===== src/rtl/srl_seq_if.sv =====
// srl_seq_if: handshake bundle for the sequential right shifter.
//   Request  : i_VALID / o_READY carrying i_INPUT, i_SHIFT_AMOUNT (and i_ARITH when
//              SRL_SEQ_ARITH_EN is defined).
//   Response : o_VALID / i_READY carrying o_RESULT.
// Signal names are seen from the shifter: i_* flow into it, o_* flow out of it.
// modport slave is the shifter side, modport master is the requester side.
interface srl_seq_if #(
    parameter int unsigned p_DATA_WIDTH = 4
);
    localparam int unsigned lp_SFT_AMT_WIDTH = $clog2(p_DATA_WIDTH);

    logic                        i_VALID;
    logic                        o_READY;
    logic [p_DATA_WIDTH-1:0]     i_INPUT;
    logic [lp_SFT_AMT_WIDTH-1:0] i_SHIFT_AMOUNT;
`ifdef SRL_SEQ_ARITH_EN
    logic                        i_ARITH;
`endif
    logic                        o_VALID;
    logic                        i_READY;
    logic [p_DATA_WIDTH-1:0]     o_RESULT;

    modport slave (
`ifdef SRL_SEQ_ARITH_EN
        input  i_ARITH,
`endif
        input  i_VALID,
        output o_READY,
        input  i_INPUT,
        input  i_SHIFT_AMOUNT,
        output o_VALID,
        input  i_READY,
        output o_RESULT
    );

    modport master (
`ifdef SRL_SEQ_ARITH_EN
        output i_ARITH,
`endif
        output i_VALID,
        input  o_READY,
        output i_INPUT,
        output i_SHIFT_AMOUNT,
        input  o_VALID,
        output i_READY,
        input  o_RESULT
    );
endinterface


===== src/rtl/srl_seq.sv =====
// srl_seq: sequential right shifter, one bit position per clock.
//   i_CLK   : clock, rising edge active.
//   i_RST_N : asynchronous active-low reset.
//   bus     : srl_seq_if.slave; accepts a word + amount on i_VALID/o_READY and
//             presents the shifted word on o_VALID/i_READY via o_RESULT.
// Optional feature macro SRL_SEQ_ARITH_EN: adds i_ARITH; when set at acceptance the
// vacated bits are filled with the input sign bit, otherwise zero fill.
// o_READY / o_VALID are registered alongside the state, so there is no combinational
// path from any input to any output.
module srl_seq #(
    parameter int unsigned p_DATA_WIDTH = 4
) (
    input  logic      i_CLK,
    input  logic      i_RST_N,
    srl_seq_if.slave  bus
);
    localparam int unsigned lp_SFT_AMT_WIDTH = $clog2(p_DATA_WIDTH);
    localparam logic [lp_SFT_AMT_WIDTH-1:0] lp_CNT_ONE = 1;

    typedef enum logic [1:0] {
        StIdle  = 2'd0,
        StShift = 2'd1,
        StDone  = 2'd2
    } state_e;

    state_e                      state_q;
    logic [p_DATA_WIDTH-1:0]     data_q;
    logic [lp_SFT_AMT_WIDTH-1:0] cnt_q;
    logic                        fill_q;
    logic                        ready_q;
    logic                        valid_q;
    logic                        fill_in;

`ifdef SRL_SEQ_ARITH_EN
    assign fill_in = bus.i_ARITH & bus.i_INPUT[p_DATA_WIDTH-1];
`else
    assign fill_in = 1'b0;
`endif

    always_ff @(posedge i_CLK or negedge i_RST_N) begin
        if (!i_RST_N) begin
            state_q <= StIdle;
            data_q  <= '0;
            cnt_q   <= '0;
            fill_q  <= 1'b0;
            ready_q <= 1'b1;
            valid_q <= 1'b0;
        end else begin
            unique case (state_q)
                StIdle: begin
                    if (bus.i_VALID) begin
                        data_q  <= bus.i_INPUT;
                        cnt_q   <= bus.i_SHIFT_AMOUNT;
                        fill_q  <= fill_in;
                        ready_q <= 1'b0;
                        // Zero shift goes straight to DONE: result valid one cycle later.
                        if (bus.i_SHIFT_AMOUNT == '0) begin
                            state_q <= StDone;
                            valid_q <= 1'b1;
                        end else begin
                            state_q <= StShift;
                        end
                    end
                end
                StShift: begin
                    data_q <= {fill_q, data_q[p_DATA_WIDTH-1:1]};
                    cnt_q  <= cnt_q - lp_CNT_ONE;
                    if (cnt_q == lp_CNT_ONE) begin
                        state_q <= StDone;
                        valid_q <= 1'b1;
                    end
                end
                StDone: begin
                    // data_q is left untouched so the last result stays visible.
                    if (bus.i_READY) begin
                        state_q <= StIdle;
                        valid_q <= 1'b0;
                        ready_q <= 1'b1;
                    end
                end
                default: begin
                    state_q <= StIdle;
                    valid_q <= 1'b0;
                    ready_q <= 1'b1;
                end
            endcase
        end
    end

    assign bus.o_READY  = ready_q;
    assign bus.o_VALID  = valid_q;
    assign bus.o_RESULT = data_q;

endmodule


===== src/flat_wrapper.sv =====
// flat-port wrapper written by rule: the top's interface ports become plain ports
module srl_seq_flat 
#(
    parameter int unsigned p_DATA_WIDTH = 4
)
  (i_CLK, i_RST_N, bus_i_VALID, bus_o_READY, bus_i_INPUT, bus_i_SHIFT_AMOUNT, bus_o_VALID, bus_i_READY, bus_o_RESULT);
  srl_seq_if #(.p_DATA_WIDTH(p_DATA_WIDTH)) bus_i ();
  input  logic i_CLK;
  input  logic i_RST_N;
  input wire logic [$bits(bus_i.i_VALID)-1:0] bus_i_VALID;
  output wire logic [$bits(bus_i.o_READY)-1:0] bus_o_READY;
  input wire logic [$bits(bus_i.i_INPUT)-1:0] bus_i_INPUT;
  input wire logic [$bits(bus_i.i_SHIFT_AMOUNT)-1:0] bus_i_SHIFT_AMOUNT;
  output wire logic [$bits(bus_i.o_VALID)-1:0] bus_o_VALID;
  input wire logic [$bits(bus_i.i_READY)-1:0] bus_i_READY;
  output wire logic [$bits(bus_i.o_RESULT)-1:0] bus_o_RESULT;
  assign bus_i.i_VALID = bus_i_VALID;
  assign bus_o_READY = bus_i.o_READY;
  assign bus_i.i_INPUT = bus_i_INPUT;
  assign bus_i.i_SHIFT_AMOUNT = bus_i_SHIFT_AMOUNT;
  assign bus_o_VALID = bus_i.o_VALID;
  assign bus_i.i_READY = bus_i_READY;
  assign bus_o_RESULT = bus_i.o_RESULT;
  srl_seq #(.p_DATA_WIDTH(p_DATA_WIDTH)) u_core (.i_CLK(i_CLK), .i_RST_N(i_RST_N), .bus(bus_i));
endmodule

===== config.mk =====
export PLATFORM = sky130hd
export DESIGN_NAME = srl_seq_flat
export DESIGN_NICKNAME = d
export VERILOG_FILES = /design/src/rtl/srl_seq_if.sv /design/src/rtl/srl_seq.sv /design/src/flat_wrapper.sv
export SDC_FILE = /design/constraint.sdc
export NUM_CORES = 1
export LEC_CHECK = 0
export BUFFER_PORTS_ARGS = -buffer_cell sky130_fd_sc_hd__clkbuf_2
export CORE_AREA = 2 2 39 41
export CTS_CLUSTER_DIAMETER = 30
export DETAILED_ROUTE_END_ITERATION = 7
export DIE_AREA = 0 0 41 43
export PLACE_DENSITY = 0.67
export SYNTH_ARGS = -nofsm -noshare
export SYNTH_HDL_FRONTEND = slang
export SYNTH_SLANG_ARGS = --single-unit

===== constraint.sdc =====
create_clock -name i_CLK -period 1 [get_ports i_CLK]
set_input_delay 0.05 -clock i_CLK [delete_from_list [all_inputs] [get_ports i_CLK]]
set_output_delay 0.05 -clock i_CLK [all_outputs]
set_load 0.01 [all_outputs]

After elaboration in Yosys (flattened, before gate mapping)
Index checks and enable logic that the tools add are counted.
{"block": "totals", "register_bits": 10, "input_bits": 10, "output_inout_bits": 6, "wordCells": 38}
{"block": "op_classes", "add_sub_neg": 1, "eq_ne": 7, "n_mux": 17, "n_bitwise": 1, "n_reduce_logical": 7}
{"op": "2-bit 2-to-1 mux", "count": 5}
{"op": "4-bit one-hot mux with 2 select lines", "count": 1}
{"op": "1-bit 2-to-1 mux", "count": 6}
{"op": "1-bit one-hot mux with 3 select lines", "count": 2}
{"op": "2-bit one-hot mux with 3 select lines", "count": 1}
{"op": "3-bit AND reduction", "count": 2}
{"op": "2-bit by 1-bit == test with 1-bit output (second input constant)", "count": 2}
{"op": "2-bit zero test", "count": 2}
{"op": "4-bit 2-to-1 mux", "count": 1}
{"op": "2-bit by 1-bit != test with 1-bit output (second input constant)", "count": 2}
{"op": "2-bit != test (second input constant)", "count": 2}
{"op": "2-bit one-hot mux with 2 select lines", "count": 1}
{"op": "4-bit AND reduction", "count": 1}
{"op": "2-bit == test (second input constant)", "count": 1}
{"op": "2-bit AND reduction", "count": 1}
{"op": "2-bit nonzero test", "count": 1}
{"op": "2-bit by 1-bit subtractor with 2-bit output (second input constant)", "count": 1}
{"op": "1-bit inverter", "count": 1}

Depth between registers and ports, before layout
Gate-level depths: netlist (run 1).
{"block": "logic_depth", "word_depth": 4, "depth_mapped": 4}

Least setup slack after synthesis (run 1)
OpenSTA, ideal clock, no wires.
{"block": "synth_timing", "path_type": "reg-to-reg", "from": "register u_core.cnt_q[0]", "to": "register u_core.valid_q (netlist: u_core.bus.o_VALID)", "setup_ps": 127, "t_arrival_ps": 911, "t_required_ps": 873, "setup_slack_ps": -37, "path_stages_with_launch": 4, "period_less_slack_ps": 1037, "cell_sequence": "dfrtp_1 ha_1 a221oi_2 a21oi_1"}
{"block": "synth_via", "elab_chain_len": 3}
{"item": "from (decl)", "line": "srl_seq.sv:28", "source": "logic [lp_SFT_AMT_WIDTH-1:0] cnt_q;"}
{"item": "from (signal assigned)", "line": "srl_seq.sv:53", "source": "cnt_q <= bus.i_SHIFT_AMOUNT;"}
{"item": "from (signal assigned)", "line": "srl_seq.sv:67", "source": "cnt_q <= cnt_q - lp_CNT_ONE;"}
{"item": "2-bit by 1-bit == test with 1-bit output", "line": "srl_seq.sv:68", "source": "if (cnt_q == lp_CNT_ONE) begin"}
{"item": "2-bit by 1-bit != test with 1-bit output (no source line)"}
{"item": "4-bit AND reduction (no source line)"}
{"item": "to (signal assigned)", "line": "srl_seq.sv:70", "source": "valid_q <= 1'b1;"}
{"item": "to (signal assigned)", "line": "srl_seq.sv:77", "source": "valid_q <= 1'b0;"}
{"item": "to (signal assigned)", "line": "srl_seq.sv:83", "source": "valid_q <= 1'b0;"}
{"item": "to (decl)", "line": "srl_seq.sv:31", "source": "logic valid_q;"}
No other way between the ends.
A chain may end at the register's enable or synchronous reset.

Final worst setup path (run 1)
{"block": "layout_timing", "from": "register u_core.state_q[0]", "to": "register u_core.cnt_q[1]"}
{"block": "layout_via", "elab_chain_len": 3, "elab_cells_between_ends": 6, "cone_classes": "eq/ne (2); mux (1); reduce/logical (3)"}
{"item": "from (decl)", "line": "srl_seq.sv:26", "source": "state_e state_q;"}
{"item": "from (signal assigned)", "line": "srl_seq.sv:42", "source": "state_q <= StIdle;"}
{"item": "from (signal assigned)", "line": "srl_seq.sv:58", "source": "state_q <= StDone;"}
{"item": "from (signal assigned)", "line": "srl_seq.sv:61", "source": "state_q <= StShift;"}
{"item": "2-bit by 1-bit == test with 1-bit output or 2-bit zero test (tied branches)", "line": "srl_seq.sv:49", "source": "unique case (state_q)"}
{"item": "2-bit nonzero test (no source line) or 2-bit != test (tied branches)"}
{"item": "2-bit AND reduction (no source line)"}
Several ways; a longest one is shown, not always the timed one.

==> results of run 1 <==
area by class of cell:
| cell class | instances | area, um2 |
|---|---|---|
| Clock buffer | 4 | 26.3 |
| Fill cell | 110 | 559 |
| Inverter | 2 | 7.51 |
| Multi-Input combinational cell | 40 | 347 |
| Sequential cell | 10 | 254 |
| Tap cell | 16 | 20.0 |
| Timing Repair Buffer | 24 | 170 |
worst max-delay path: cells and delay by family (launching register included):
family / cells / cell delay [ps]
flip-flops: 1 / 460
AO/OA/AOI/OAI: 1 / 250
AND/OR/NAND/NOR: 1 / 70
buffers and inverters: 1 / 150
repair_timing:
item	CTS	global route
endpoints found under the hold margin	11	0
setup buffers	0	2
pin swaps	5	2
setup endpoints to repair	7	11
resized for setup	2	12
hold buffers	2	0
power by group:
group	internal [W]	switching, W
registers	0.000628	0.000244
logic	0.000856	0.000708
clock network	0.000155	0.000163
worst max path at each step:
| stage | endpoint | slack (ps) | startpoint | cells past startpoint |
|---|---|---|---|---|
| floorplan | u_core.bus.o_VALID | -3 | u_core.cnt_q[1] | 4 |
| global placement | u_core.bus.o_RESULT[1] | -30 | u_core.state_q[1] | 3 |
| detailed placement | u_core.bus.o_RESULT[2] | -30 | u_core.state_q[0] | 3 |
| CTS | u_core.bus.o_VALID | -40 | u_core.state_q[0] | 3 |
| global route | u_core.bus.o_VALID | -100 | u_core.state_q[0] | 3 |
| finish | u_core.cnt_q[1] | -50 | u_core.state_q[0] | 3 |
kinds of logic after synthesis:
| group | synth area share (%) |
|---|---|
| DFF | 46.9 |
| adders and majority gates | 2.33 |
| buffers and inverters | 4.43 |
| muxes | 1.86 |
| AOI/OAI and AO/OA | 23.1 |
| and+or+nand+nor | 21.4 |
stage by stage:
stage	area, um2	total power (W)
floorplan	579	0.00169
global placement	702	0.00209
global route	825	0.00294
CTS	754	0.00246
finish	825	0.00275
detailed placement	702	0.00211
registers in the layout, summed over array words and instances, names as in the netlist:
register and cells:
u_core.bus.o_RESULT 4, u_core.cnt_q 2, u_core.state_q 2, u_core.bus.o_READY 1, u_core.bus.o_VALID 1
per-layer routing:
metal	vias up	share of wire [%]
met5	-	0
li1	250	-
met3	2	3.2
met2	16	45
met1	227	50
met4	0	1.7
synthesized netlist by cell type:
cell type	count
a21oi_1	2
inv_1	2
o22ai_1	5
dfstp_2	1
ha_1	1
nand2b_4	1
o22a_1	1
nor2_1	9
o21ai_1	2
nand2b_1	2
nor3_2	1
o32ai_1	4
dfrtp_1	9
nor2b_2	2
nor3_1	2
a221oi_2	1
o21ai_0	1
buf_6	1
a2bb2oi_1	1
nand2_1	3
or2_1	1
mux2i_1	1
buf_2	1
==> results by group, run 1 <==
CTS
  – CTS Buf Count: 3
  – Root buffer cell: clkbuf_4
  – Clock sink count: 10
  – CTS clk-pin slew, worst paths: 80 ps
  – CTS tree: built
  – Longest Clk Path Bufs: 2
  – Clk_lat worst skew: 280 ps
  – H-tree level count: 1

Synthesis
  – Syn Inst Count: 54
  – Synth Area per Inst: 9.94 um2
  – Synth Cell Area: 537 um2
  – Post-synth top area share: 42.0%
  – Post-synthesis cell type count: 23
  – Synth warn: 0
  – Syn Nets: 65
  – Post-synth top area cell: dfrtp_1
  – Largest cells by area after synthesis: dfrtp_1, o32ai_1, nor2_1, o22ai_1, dfstp_2
  – Synth Register Bits: 10
  – Sequential fraction of the synthesis area: 46.9%

Route
  – Routed WL: 1.33 mm
  – Residual DRC: 0
  – Wire per inst: 13.8 um
  – Via density: 5.16
  – Number of detailed-route iterations in the first pass: 4
  – Antenna Nets Post-Route: 0
  – Routed via count: 495
  – Iter 0 DRT Violations: 11

Critical path
  – R2R Path Start: u_core.state_q[0]
  – Slowest library cell on the worst path: dfrtp_2
  – CP Cell Sequence: buf_12 > o32ai_2 > nor2_1
  – Crit end category: flop
  – Startpoint class of the critical path: flop
  – Maximum fanout along the worst path: 6
  – Crit path largest cell delay: 460 ps
  – Worst path required time: 1160 ps
  – Setup CP Type: flop to flop
  – FF-to-FF path depth: 3
  – Worst EP arrival: 1210 ps
  – R2r endpoint: u_core.cnt_q[1]
  – R2r setup slk: -50 ps

Placement
  – DP Worst Slack: -34.3 ps
  – Dpl cells: 88
  – Placer Congestion: 0.807
  – Input/output buffers: 15
  – DP Wirelength: 904 um

STA
  – Post-route clock period utilization: 105%
  – Final TNS setup: -236 ps
  – F_max: 952 MHz
  – RSZ-0062 raised after global routing: yes
  – Rel. slew slack: 81.2%
  – Hold Vio Cnt, Final: 0
  – Tmin final: 1050 ps
  – Worst slew pin tran: 282 ps
  – Max Transition Viols Final: 0
  – Final hold slack: 60.3 ps
  – Finish-stage setup viols: 7
  – Final Skew: 8.31 ps
  – Worst Setup Slack, final: -50.1 ps

Final layout
  – Fin cells: 96
  – Most common cell after layout, fill and taps aside: clkbuf_2
  – Ant. Diodes: 0
  – Finished Core Util: 59.6%
  – Layout cells sized above 1: 58.8%
  – Commonest non-fill, non-tap cells in the layout: clkbuf_2, nor2_1, dfrtp_1
  – Area growth from synthesis to layout: 53.6%
  – # nets final: 92

Power and ir drop
  – PwrDens: 3340 mW/mm2
  – LEAKAGE: 0.360 nW
  – Peak VDD IR: 1.22 mV

Status
  – Status: finished, violations left
  – Failing checks: setup timing

Worst hold path
  – Hold path start: bus_i_INPUT[0]
  – Hold Crit Endpoint: u_core.bus.o_RESULT[0]
  – Worst Hold Class: input port to flop
  – Hold Path Stages: 3

Die
  – Die area: 0.00176 mm2
  – Row Count: 14
  – Die height: 43 um
  – Width of the die: 41 um
  – Starting Density: 38.8%
  – I/O pins: 16
  – Core ar.: 0.00138 mm2

Global routing
  – First-pass GRT wire length: 1.93 mm
  – Met2 GRT Util: 20.6%
  – Initial antenna violation count: 0
  – Overflow after GRT: 0
  – Gr usage total: 16.6%
  – Most Used Layer, Global Route: met1
  – Met3 usage: 3.14%
  – Largest net degree at the start of global routing: 11
  – Vias in the first global route: 431
  – GR Util met1: 25.5%

Run
  – Max Cap Viol: 0
Power figures use the tool's default switching activity.
==> run 2: changes to the inputs <==
- ABC_AREA: not set -> 1
- PLACE_DENSITY: 0.67 -> 0.66
==> run 2 against run 1 <==
Compared with the run above: the run still ends with setup timing left; first-iteration DRC count fell by 27%; sequential power fell by 2.8%; via count rose by 4.0%; final cell count rose by 15%; core utilization rose by 1.2 points; sequential share of layout area fell by 0.60 points; design area rose by 2.0%; maximum frequency fell by 0.78%; clock power fell by 6.9%; count of clock-buffer cells in the layout did not move; area after synthesis fell by 4.2%; total power fell by 0.86%; critical endpoint is now u_core.bus.o_RESULT[2]; largest cell class unchanged; largest power group unchanged.
==> results by group, run 2 <==
Global routing
  – Initial antenna violation count: 0 (unchanged)
  – Gr usage total: 17.6% (+1.0 points)
  – First-pass GRT wire length: 2.06 mm (+6.4%)
  – Overflow after GRT: 0 (unchanged)
  – Vias in the first global route: 519 (+20%)
  – Largest net degree at the start of global routing: 11 (unchanged)

STA
  – Hold Vio Cnt, Final: 0 (unchanged)
  – F_max: 945 MHz (-0.78%)
  – RSZ-0062 raised after global routing: yes
  – Max Transition Viols Final: 0 (unchanged)
  – Final Skew: 10.3 ps (+2.02 ps)
  – Final TNS setup: -350 ps (-114 ps)
  – Rel. slew slack: 82.9% (+1.7 points)
  – Post-route clock period utilization: 106% (+0.82 points)
  – Finish-stage setup viols: 8 (+1)
  – Worst slew pin tran: 256 ps (-26.1 ps)
  – Worst Setup Slack, final: -58.4 ps (-8.24 ps)
  – Tmin final: 1060 ps (+8.24 ps)

Route
  – Routed via count: 515 (+4.0%)
  – Wire per inst: 11.6 um (-16%)
  – Routed WL: 1.27 mm (-4.1%)
  – Via density: 4.68 (-9.2%)
  – Iter 0 DRT Violations: 8 (-3)
  – Number of detailed-route iterations in the first pass: 4 (unchanged)
  – Residual DRC: 0 (unchanged)
  – Antenna Nets Post-Route: 0 (unchanged)

CTS
  – CTS Buf Count: 3 (unchanged)
  – Root buffer cell: clkbuf_4
  – CTS tree: built
  – Clock sink count: 10 (unchanged)
  – Clk_lat worst skew: 270 ps (about the same)
  – H-tree level count: 1 (unchanged)
  – CTS clk-pin slew, worst paths: 70 ps (about the same)
  – Longest Clk Path Bufs: 2 (unchanged)

Status
  – Status: finished, violations left
  – Failing checks: setup timing

Synthesis
  – Sequential fraction of the synthesis area: 48.9% (+2.1 points)
  – Post-synthesis cell type count: 17 (-26%)
  – Largest cells by area after synthesis: dfrtp_1, nand2_1, o21ai_1, dfstp_2, inv_1
  – Synth async-reset ratio: 100% (unchanged)
  – Synth Area per Inst: 8.29 um2 (-17%)
  – Synth Register Bits: 10 (unchanged)
  – Main synth FF type: dfrtp_1
  – Synth Cell Area: 514 um2 (-4.2%)
  – Synth warn: 0 (unchanged)
  – Synth top cells by count: nand2_1, dfrtp_1, o21ai_1
  – Syn Inst Count: 62 (+15%)
  – Post-synth EDFFs: 0 (unchanged)
  – Post-synth top area share: 43.8% (+1.8 points)
  – Post-synth top area cell: dfrtp_1
  – Most numerous cell in the Yosys netlist: nand2_1
  – Syn Nets: 73 (+12%)

Final layout
  – Layout cells sized above 1: 60.6% (+1.9 points)
  – Max FFs per register: 4 (unchanged)
  – # nets final: 106 (+15%)
  – Area growth from synthesis to layout: 63.5%
  – Most common cell after layout, fill and taps aside: clkbuf_2
  – Footprint of the multi-input gates: 318 um2 (-8.3%)
  – Ant. Diodes: 0 (unchanged)
  – Storage element area: 254 um2 (unchanged)
  – Fillers: 114 (+3.6%)
  – Commonest non-fill, non-tap cells in the layout: clkbuf_2, nand2_1, buf_4

Worst hold path
  – Worst Hold Class: input port to flop

Die
  – Die height: 43 um (unchanged)
  – Core ar.: 0.00138 mm2 (unchanged)
  – I/O pins: 16 (unchanged)
  – Die area: 0.00176 mm2 (unchanged)
  – Row Count: 14 (unchanged)
  – Starting Density: 37.2% (-1.6 points)
  – Width of the die: 41 um (unchanged)

Run
  – Max Cap Viol: 0 (unchanged)

Placement
  – Input/output buffers: 15 (unchanged)
  – DP Wirelength: 923 um (+2.1%)
  – Placer Congestion: 0.812 (+0.52%)
  – DP Worst Slack: -75.7 ps (-41.4 ps)

Critical path
  – Crit end category: flop
  – Setup CP Type: flop to flop
  – Worst path required time: 1150 ps (about the same)
  – Startpoint class of the critical path: flop
  – Worst EP arrival: 1210 ps (about the same)
  – Maximum fanout along the worst path: 7 (+1)

Power and ir drop
  – Peak VDD IR: 1.33 mV (+9.1%)
  – PwrDens: 3250 mW/mm2 (-2.8%)
  – LEAKAGE: 0.425 nW (+18%)
  – Pwr Total: 0.00273 W (-0.86%)
==> run 2: worst max-delay path: stages (launching register included) <==
cell     delay [ps]
dfrtp_2         490
buf_6           160
nand2_8          90
nand2_8          70
o21ai_1          70
o22ai_1          80
==> run 2: report_power, final <==
part	leakage (nW)	total, W	internal (W)	switching, W
logic	0.292	0.00159	0.000768	0.000819
clock network	0.0150	0.000296	0.000154	0.000142
registers	0.118	0.000848	0.000630	0.000218
total	0.425	0.00273	0.00155	0.00118
==> run 2: final cells by class <==
| cell class | count | area share, % |
|---|---|---|
| multi-input cells | 43 | 37.8 |
| flip-flops and latches | 10 | 30.2 |
| repair buffers | 28 | 21.7 |
| inverters | 9 | 4.76 |
| clock buffers | 4 | 3.13 |
| well taps | 16 | 2.38 |
==> run 2: stage by stage <==
step	cell area [um2]	hold slack, ps	util [%]	cells
after global placement	684	-69.3	49.5	102
final	841	9.31	60.8	110
after global routing	841	15.5	60.8	110
after detailed placement	684	-70.0	49.5	102
after floorplan	522	-246	-	62
after CTS	766	12.0	55.3	108
==> run 2: cell families (layout without fill, tap and decap cells) <==
logic type	after synthesis	in the layout	share of synthesized area (%)
AOI/OAI and AO/OA	11	11	12.2
adders and majority gates	1	1	2.43
buffers and inverters	9	41	6.81
DFF	10	10	48.9
and+or+nand+nor	31	31	29.7
==> run 2: repair_timing <==
action	CTS	global route
hold endpoints to repair	10	0
buffers inserted	1	2
gates resized for setup	11	13
hold buffers	1	0
endpoints found under the setup margin	9	9
pin swaps	1	2
==> run 2: final timing paths <==
path / from / endpoint / depth (start not counted) / slack, ps
hold reg to reg: u_core.bus.o_VALID / u_core.bus.o_VALID / 2 / 480
max in group asynchronous: i_RST_N / u_core.bus.o_READY / 2 / 540
setup / recovery: u_core.state_q[0] / u_core.bus.o_RESULT[2] / 5 / -60
hold / removal: bus_i_INPUT[3] / u_core.bus.o_RESULT[3] / 3 / 9
setup reg to reg: u_core.state_q[0] / u_core.bus.o_RESULT[2] / 5 / -60
min in group asynchronous: i_RST_N / u_core.bus.o_RESULT[2] / 2 / 180
==> run 2: layer usage <==
layer | wire length (um) | global-route usage (%)
met1 | 544 | 21.2
met2 | 648 | 26.6
met3 | 60 | 6.81
met4 | 21 | 8.00
met5 | 0 | 0
==> run 3: changes to the inputs <==
- REMOVE_ABC_BUFFERS: not set -> 1
==> run 3 against run 2 <==
Compared with the run above: the flow still finishes with violations (setup timing); total power is 1.6% lower; critical path depth stayed put; count of clock-buffer cells in the layout stayed put; die area stayed put; register-to-register slack hardly changed; maximum frequency is 0.55% lower; first-iteration DRC count is 13% lower; clock skew is 6.0 ps lower; global-route usage is 0.39 points higher; wire length is 2.0% higher; final cell count is 0.91% lower; sequential cell count stayed put; critical path type unchanged; highest routed layer unchanged.
==> results by group, run 3 (synthesis results as in run 2) <==
Status
  – Status: finished, violations left
  – Failing checks: setup timing

STA
  – Max Transition Viols Final: 0 (unchanged)
  – Final Skew: 4.31 ps (-6.02 ps)
  – Worst slew pin tran: 254 ps (-2.02 ps)
  – RSZ-0062 raised after global routing: yes
  – Worst Setup Slack, final: -64.2 ps (-5.84 ps)
  – Post-route clock period utilization: 106% (+0.58 points)
  – Rel. slew slack: 83.0% (+0.13 points)
  – Final hold slack: 21.4 ps (+12.1 ps)
  – F_max: 940 MHz (-0.55%)
  – Tmin final: 1060 ps (+5.84 ps)
  – Hold Vio Cnt, Final: 0 (unchanged)
  – Finish-stage setup viols: 8 (unchanged)

CTS
  – CTS clk-pin slew, worst paths: 80 ps (about the same)
  – Root buffer cell: clkbuf_4
  – CTS Buf Count: 3 (unchanged)
  – Clk_lat worst skew: 280 ps (about the same)
  – Clock sink count: 10 (unchanged)
  – Longest Clk Path Bufs: 2 (unchanged)
  – CTS tree: built
  – H-tree level count: 1 (unchanged)

Route
  – Number of detailed-route iterations in the first pass: 4 (unchanged)
  – Antenna Nets Post-Route: 0 (unchanged)
  – Routed WL: 1.30 mm (+2.0%)
  – Wire per inst: 11.9 um (+3.0%)
  – Via density: 4.79 (+2.3%)
  – Residual DRC: 0 (unchanged)
  – Routed via count: 522 (+1.4%)
  – Iter 0 DRT Violations: 7 (-1)

Critical path
  – Maximum fanout along the worst path: 7 (unchanged)
  – Worst EP arrival: 1270 ps (+60 ps)
  – R2r setup slk: -60 ps (about the same)
  – Startpoint class of the critical path: flop
  – R2R Path Start: u_core.state_q[0]
  – Worst path required time: 1200 ps (+50 ps)
  – Crit end category: flop
  – Setup CP Type: flop to flop
  – R2r endpoint: u_core.bus.o_RESULT[0]
  – FF-to-FF path depth: 5 (unchanged)

Final layout
  – Finished Core Util: 58.0% (-2.7 points)
  – Area growth from synthesis to layout: 56.2%
  – Ant. Diodes: 0 (unchanged)
  – Fin cells: 109 (-0.91%)
  – Storage element area: 254 um2 (unchanged)
  – Max FFs per register: 4 (unchanged)
  – Cell area after layout: 803 um2 (-4.5%)
  – Commonest non-fill, non-tap cells in the layout: clkbuf_2, nand2_1, buf_4
  – Fillers: 127 (+11%)
  – Footprint of the multi-input gates: 278 um2 (-13%)
  – Layout cells sized above 1: 57.0% (-3.6 points)
  – Most common cell after layout, fill and taps aside: clkbuf_2
  – # nets final: 105 (-0.94%)

Die
  – Row Count: 14 (unchanged)
  – I/O pins: 16 (unchanged)
  – Starting Density: 37.2% (unchanged)
  – Width of the die: 41 um (unchanged)
  – Die height: 43 um (unchanged)
  – Die area: 0.00176 mm2 (unchanged)
  – Core ar.: 0.00138 mm2 (unchanged)

Placement
  – Input/output buffers: 15 (unchanged)
  – Dpl cells: 101 (-0.98%)
  – DP Worst Slack: -124 ps (-48.1 ps)
  – Placer Congestion: 0.811 (about the same)
  – Placed cell area: 669 um2 (-2.2%)
  – DP Wirelength: 894 um (-3.1%)

Global routing
  – Gr usage total: 18.0% (+0.39 points)
  – Initial antenna violation count: 0 (unchanged)
  – First-pass GRT wire length: 2.07 mm (+0.68%)
  – Largest net degree at the start of global routing: 11 (unchanged)
  – Vias in the first global route: 499 (-3.9%)
  – Overflow after GRT: 0 (unchanged)

Power and ir drop
  – Peak VDD IR: 1.26 mV (-5.2%)
  – PwrDens: 3350 mW/mm2 (+3.0%)
  – LEAKAGE: 0.417 nW (-1.8%)

Worst hold path
  – Hold Crit Endpoint: u_core.bus.o_RESULT[1]
  – Worst Hold Class: input port to flop
  – Hold Path Stages: 3 (unchanged)
  – Hold path start: bus_i_INPUT[1]

Run
  – Max Cap Viol: 0 (unchanged)
run 3: metrics by stage:
step	TNS (ps)	total power, W
after detailed placement	-674	0.00197
after global placement	-602	0.00194
after floorplan	-66.8	0.00147
final	-311	0.00269
after CTS	-163	0.00257
after global routing	-771	0.00289
run 3: timing repair:
item	CTS	global route
endpoints found under the hold margin	11	0
setup endpoints to repair	9	10
setup buffers	2	0
pin swaps	8	4
resized for setup	13	7
hold buffers	2	0
run 3: where the power goes:
| part | switching (W) | total (W) | internal (W) | leakage (nW) |
|---|---|---|---|---|
| Sequential | 0.000202 | 0.000832 | 0.000630 | 0.118 |
| Clock | 0.000166 | 0.000388 | 0.000222 | 0.0210 |
| Combinational | 0.000778 | 0.00147 | 0.000690 | 0.279 |
| Total | 0.00115 | 0.00269 | 0.00154 | 0.417 |
run 3: layout make-up:
class	instances	share of cell area [%]
Clock buffer	4	4.52
Multi-Input combinational cell	43	34.6
Sequential cell	10	31.6
Timing Repair Buffer	27	21.7
Inverter	9	5.14
Tap cell	16	2.49
run 3: critical path, cell delays in order (launching register included):
cell and delay [ps]:
dfrtp_2 490, buf_6 140, inv_4 30, nor2_4 120
o21ai_1 70, o21ai_1 140
run 3: per-layer routing:
layer  track usage [%]  part of all wire (%)  wire, um  vias to the layer above
met2              27.5                    52       670                       13
met5                 0                     0         0                        -
li1                  -                     -         -                      265
met1              20.8                    42       541                      239
met3              4.71                   3.9        51                        5
met4              12.0                   2.8        36                        0
run 3: worst max-delay path by stage:
| stage | slack, ps | from | depth (start not counted) | endpoint |
|---|---|---|---|---|
| final | -60 | u_core.state_q[0] | 5 | u_core.bus.o_RESULT[0] |
| after global routing | -120 | u_core.cnt_q[1] | 9 | u_core.bus.o_VALID |
| after CTS | -30 | u_core.state_q[0] | 5 | u_core.bus.o_RESULT[2] |
| after detailed placement | -120 | u_core.state_q[0] | 5 | u_core.bus.o_RESULT[0] |
| after global placement | -110 | u_core.state_q[0] | 5 | u_core.bus.o_RESULT[2] |
| after floorplan | -30 | u_core.cnt_q[0] | 7 | u_core.bus.o_VALID |
